<file path="config.mk">
export PLATFORM = sky130hd
export DESIGN_NAME = flag_basis_seq
export DESIGN_NICKNAME = d
export VERILOG_FILES = /design/src/rtl/flag_basis_seq.sv
export SDC_FILE = /design/constraint.sdc
export NUM_CORES = 1
export LEC_CHECK = 0
export BUFFER_PORTS_ARGS = -buffer_cell sky130_fd_sc_hd__buf_2
export CAP_MARGIN = 25
export CORE_MARGIN = 2
export CORE_UTILIZATION = 43
export CTS_CLUSTER_DIAMETER = 100
export DETAILED_ROUTE_END_ITERATION = 8
export PLACE_DENSITY = 0.8
export SLEW_MARGIN = 20
export SYNTH_ARGS = -nofsm -noshare
export SYNTH_HDL_FRONTEND = slang
export SYNTH_SLANG_ARGS = --single-unit
</file>
<file path="constraint.sdc">
create_clock -name clk -period 1.75 [get_ports clk]
set_clock_uncertainty 0.15 [all_clocks]
set_input_delay 0.0875 -clock clk [delete_from_list [all_inputs] [get_ports clk]]
set_output_delay 0.0875 -clock clk [all_outputs]
set_load 0.05 [all_outputs]
</file>
<file path="src/rtl/flag_basis_seq.sv">
// flag_basis_seq
// Sequences one basis-index amplitude extraction against the flag register
// block. It loads the flag vector and walks every column. Where the
// left-corner flag is set, it requests a Q x ROW multiply. It rotates the flag
// vector after each column. At the end it reports whether every selected flag
// has been cleared.
module flag_basis_seq #(
  parameter int num_qubit = 4
) (
  input  logic                           clk,
  input  logic                           rst_new,
  input  logic                           start,
  input  logic                           sel2,
  input  logic [0:num_qubit-1]           flag_basis_pos,
  input  logic [0:num_qubit-1]           flag_basis_pos2,
  input  logic                           mult_ack,
  output logic                           ld_flag_pos,
  output logic                           ld_flag_pos2,
  output logic [1:0]                     load_update_flag,
  output logic                           mult_req,
  output logic [$clog2(num_qubit)-1:0]   mult_row,
  output logic [$clog2(num_qubit+1)-1:0] mult_count,
  output logic                           busy,
  output logic                           done,
  output logic                           basis_ok
);

  localparam int ROW_W = $clog2(num_qubit);
  localparam int CNT_W = $clog2(num_qubit + 1);
  localparam logic [ROW_W-1:0] LAST_COL = ROW_W'(num_qubit - 1);

  localparam logic [1:0] LUF_LOAD   = 2'd0;
  localparam logic [1:0] LUF_XOR    = 2'd1;
  localparam logic [1:0] LUF_ROTATE = 2'd2;

  typedef enum logic [2:0] {
    S_IDLE,
    S_LOAD,
    S_CHECK,
    S_MULT,
    S_ROTATE,
    S_FINISH
  } state_t;

  state_t               state_q;
  logic                 sel_q;
  logic [ROW_W-1:0]     col_cnt_q;
  logic [ROW_W-1:0]     col_cnt_d;
  logic [CNT_W-1:0]     mult_count_q;
  logic [CNT_W-1:0]     mult_count_d;
  logic                 mult_req_q;
  logic [ROW_W-1:0]     mult_row_q;
  logic                 done_q;
  logic                 basis_ok_q;

  logic [0:num_qubit-1] sel_flags;
  logic                 ld_any;
  logic [1:0]           luf;

  // Flag vector belonging to the set chosen when the extraction started.
  assign sel_flags    = sel_q ? flag_basis_pos2 : flag_basis_pos;
  assign col_cnt_d    = col_cnt_q + ROW_W'(1);
  assign mult_count_d = mult_count_q + CNT_W'(1);

  // Control FSM. It walks LOAD, then CHECK/[MULT]/ROTATE once per column,
  // then FINISH.
  always_ff @(posedge clk or posedge rst_new) begin
    if (rst_new) begin
      state_q      <= S_IDLE;
      sel_q        <= 1'b0;
      col_cnt_q    <= '0;
      mult_count_q <= '0;
      mult_req_q   <= 1'b0;
      mult_row_q   <= '0;
      done_q       <= 1'b0;
      basis_ok_q   <= 1'b0;
    end else begin
      done_q <= 1'b0;
      case (state_q)
        S_IDLE: begin
          if (start) begin
            sel_q        <= sel2;
            col_cnt_q    <= '0;
            mult_count_q <= '0;
            state_q      <= S_LOAD;
          end
        end
        S_LOAD: begin
          // A stale result from the previous extraction is dropped here.
          basis_ok_q <= 1'b0;
          state_q    <= S_CHECK;
        end
        S_CHECK: begin
          if (sel_flags[0]) begin
            mult_req_q <= 1'b1;
            mult_row_q <= col_cnt_q;
            state_q    <= S_MULT;
          end else begin
            state_q <= S_ROTATE;
          end
        end
        S_MULT: begin
          if (mult_ack) begin
            mult_req_q   <= 1'b0;
            mult_count_q <= mult_count_d;
            state_q      <= S_ROTATE;
          end
        end
        S_ROTATE: begin
          col_cnt_q <= col_cnt_d;
          state_q   <= (col_cnt_q == LAST_COL) ? S_FINISH : S_CHECK;
        end
        S_FINISH: begin
          // After num_qubit rotates the vector is back in its original
          // alignment, so a plain NOR gives reachability.
          basis_ok_q <= ~|sel_flags;
          done_q     <= 1'b1;
          state_q    <= S_IDLE;
        end
        default: state_q <= S_IDLE;
      endcase
    end
  end

  // Flag-block strobe decode. The XOR update is Mealy on mult_ack so that it
  // lands in the same cycle as valid literals_out.
  always_comb begin
    ld_any = 1'b0;
    luf    = LUF_LOAD;
    case (state_q)
      S_LOAD: begin
        ld_any = 1'b1;
        luf    = LUF_LOAD;
      end
      S_ROTATE: begin
        ld_any = 1'b1;
        luf    = LUF_ROTATE;
      end
      S_MULT: begin
        if (mult_ack) begin
          ld_any = 1'b1;
          luf    = LUF_XOR;
        end
      end
      default: begin
        ld_any = 1'b0;
        luf    = LUF_LOAD;
      end
    endcase
  end

  assign ld_flag_pos      = ld_any & ~sel_q;
  assign ld_flag_pos2     = ld_any & sel_q;
  assign load_update_flag = luf;
  assign mult_req         = mult_req_q;
  assign mult_row         = mult_row_q;
  assign mult_count       = mult_count_q;
  assign busy             = (state_q != S_IDLE);
  assign done             = done_q;
  assign basis_ok         = basis_ok_q;

endmodule

</file>
==> results.tsv <==
stage	metric	value	unit
synth	ys_types	31	
synth	avgSynthCellArea	9.737	µm²
synth	synth_top_cell_by_area	dfrtp_1	
synth	synth_area_leaders	dfrtp_1 46%, nand2_1 5.9%, mux2_2 4.4%	
grt	antenna_found_initial	0	
sta	tightest_slew	563.1	ps
finish	fin_cells	137	
grt	grt_use_met2	0.3472	
sta	final.period_utilization	1.053	
floorplanning	die_w	46.03	µm
grt	use_met1	0.2351	
clock_network	cts.sinks	14	
sta	finalWorstSetupSlack	-93.39	ps
synth	synth_top_area_frac	0.4613	
finish	drive_gt1_frac	0.4333	
setup_path	critical_path_class	reg2out	
sta	rsz0062_at_grt	yes	
detailed_routing	wire_per_inst	14.64	µm
clock_network	clk_path_buf_depth	2	
setup_path	r2r_end	sel_q	
finish	diodes	0	
detailed_routing	wl	2.005	mm
floorplanning	rows	15	
floorplanning	coreArea	1689	µm²
floorplanning	die_h	46.03	µm
placement	place_inst	122	
setup_path	crit_path_end_kind	primary output	
synth	synth_fp_nets	93	
finish	finalNetCount	136	
clock_network	insertion_delay	290	ps
setup_path	reg2reg_depth	3	
worst_hold_path	hp-class	in2reg	
placement	port_buffers	25	
setup_path	worstReg2RegStart	state_q[2]	
power	leakage	0.5866	nW
placement	routabilityCongestion	0.8269	
synth	synthCells	78	
finish	fin_util	0.6689	
clock_network	cts_buffers	3	
worst_hold_path	hold_depth	4	
detailed_routing	ant_nets	0	
detailed_routing	drt-vias-per-instance	5.474	
sta	whs	5.008	ps
floorplanning	io_pins	26	
floorplanning	dieArea	2118	µm²
synth	yosys_warnings	0	
detailed_routing	drc	0	
sta	min_period	1843	ps
placement	dp_hpwl	1.297	mm
sta	setup_violations	3	
detailed_routing	dr_total_vias	750	
clock_network	root_buffer	clkbuf_4	
sta	fmax	542.5	MHz
synth	ys_ff_latch	14	
run_status	status	finished with violations	
grt	first_global_vias	681	
clock_network	cts_max_level	1	
run_status	violations	setup timing	
clock_network	clkTransAtPathRegs	100	ps
setup_path	cp_max_fo	4	
synth	syn-cell-area	759.5	µm²
clock_network	cts_tree	yes	
sta	relSlewSlack	0.6242	
power	power_density	1762	nW/µm²
job	maxCapViolCount	0	
worst_hold_path	hold_end	basis_ok	
grt	gr-usage-all-layers	0.1990	
grt	busiest_layer	met2	
detailed_routing	drtPass1Iterations	4	
setup_path	critPathRequiredTime	1510	ps
grt	grt_start_max_net_pins	15	
finish	synthToLayoutAreaGrowth	48.76	%
setup_path	rrSetupSlack	20	ps
power	fin_total_pwr	1.991	mW
detailed_routing	drt_iter0_drc	27	
sta	hold_violations	0	
sta	slew_viol_final	0	
floorplanning	initial_core_util	0.4496	
power	ir_drop	1.048	mV
setup_path	startpoint_type	flop	
synth	ys_seq_area_frac	0.4613	
grt	met3_usage	0.03571	
grt	overflow	0	
grt	grt_pass1_wl	2.884	mm
setup_path	arrival	1610	ps
worst_hold_path	min-delay-start	flag_basis_pos2[1]	
[synth_stat cells]
master	n
nand2b_1	1
dfrtp_1	14
mux2_2	3
nor4_1	1
nor3_1	1
inv_1	6
nand4b_1	2
a21bo_2	1
or3b_1	1
a21oi_1	2
nand3_1	6
o32ai_1	1
o21ai_0	4
a31oi_1	1
and2b_1	1
nand2_1	12
a22oi_1	1
nor3b_1	1
or3_1	2
buf_2	2
nor2_1	2
mux2_4	1
a211oi_1	1
nor2b_1	2
or2b_1	1
or4b_4	1
o221ai_1	1
o31ai_1	1
buf_6	2
ha_1	2
nand4_1	1
[cells by family after synthesis]
logic type                 count (synthesis)  synth area share
adders and majority gates                  2           0.03294
and+or+nand+nor                           35            0.2554
muxes                                      4           0.06424
DFF                                       14            0.4613
buffers and inverters                     10           0.07248
AOI/OAI and AO/OA                         13            0.1137
[report_power, final]
group	total (mW)	internal, mW	switching [mW]
Clock	0.244	0.127	0.117
Sequential	0.515	0.432	0.0828
Combinational	1.23	0.503	0.729
[routing by layer]
metal,vias up,routed length [µm]
li1,357,-
met1,358,853
met2,33,1024
met3,2,114
met4,0,12
met5,-,0
[cell usage in the layout, fill, tap and decap left out, drive strengths merged, types with 2 or more instances in the layout]
master,netlist,routed
a21oi,2,2
buf,4,36
clkbuf,0,4
dfrtp,14,14
dlygate4sd3,0,6
ha,2,2
inv,6,5
mux2,4,4
nand2,12,12
nand3,6,6
nand4b,2,2
nor2,2,2
nor2b,2,2
o21ai,4,4
or3,2,2
[metrics by stage]
stage	TNS [ps]	cell area, µm²	setup slack (ps)
floorplan	-4.247	798.3	-4.247
global placement	0	957.2	167.6
detailed placement	0	957.2	112.5
CTS	-194.2	1081	-85.95
global route	-311.2	1130	-133.9
finish	-188.6	1130	-93.39
[worst max-delay path, cell delays in order (launching register included)]
cell and delay, ps:
dfrtp_1 430, or3b_4 440, clkinvlp_4 120, a31oi_4 50, nor2b_4 130, buf_8 150
[flip-flops by register name (all words and copies together), names as in the netlist]
name,flops
basis_ok,1
col_cnt_q,2
done,1
mult_count,3
mult_req,1
mult_row,2
sel_q,1
state_q,3
[timing repair]
action,4_1_cts,5_1_grt
pin swaps,1,2
buffers inserted,1,4
endpoints found under the setup margin,4,7
resized for setup,7,6
hold buffers,6,0
hold endpoints to repair,18,0
[cell type report]
type	instances	area [µm²]
inverter	6	26.28
tap	17	21.27
timing repair buffer	42	304.0
multi-input combinational	54	391.6
fill	132	559.3
sequential	14	350.3
clock buffer	4	36.28
[worst max-delay path by stage]
stage                    start      endpoint  depth (start not counted)
floorplan           state_q[2]  ld_flag_pos2                          5
global placement    state_q[0]  ld_flag_pos2                          5
detailed placement  state_q[2]  ld_flag_pos2                          5
CTS                 state_q[0]  ld_flag_pos2                          5
global route        state_q[0]  ld_flag_pos2                          5
finish              state_q[0]  ld_flag_pos2                          5
No activity file was read; power rests on OpenSTA's default activity.
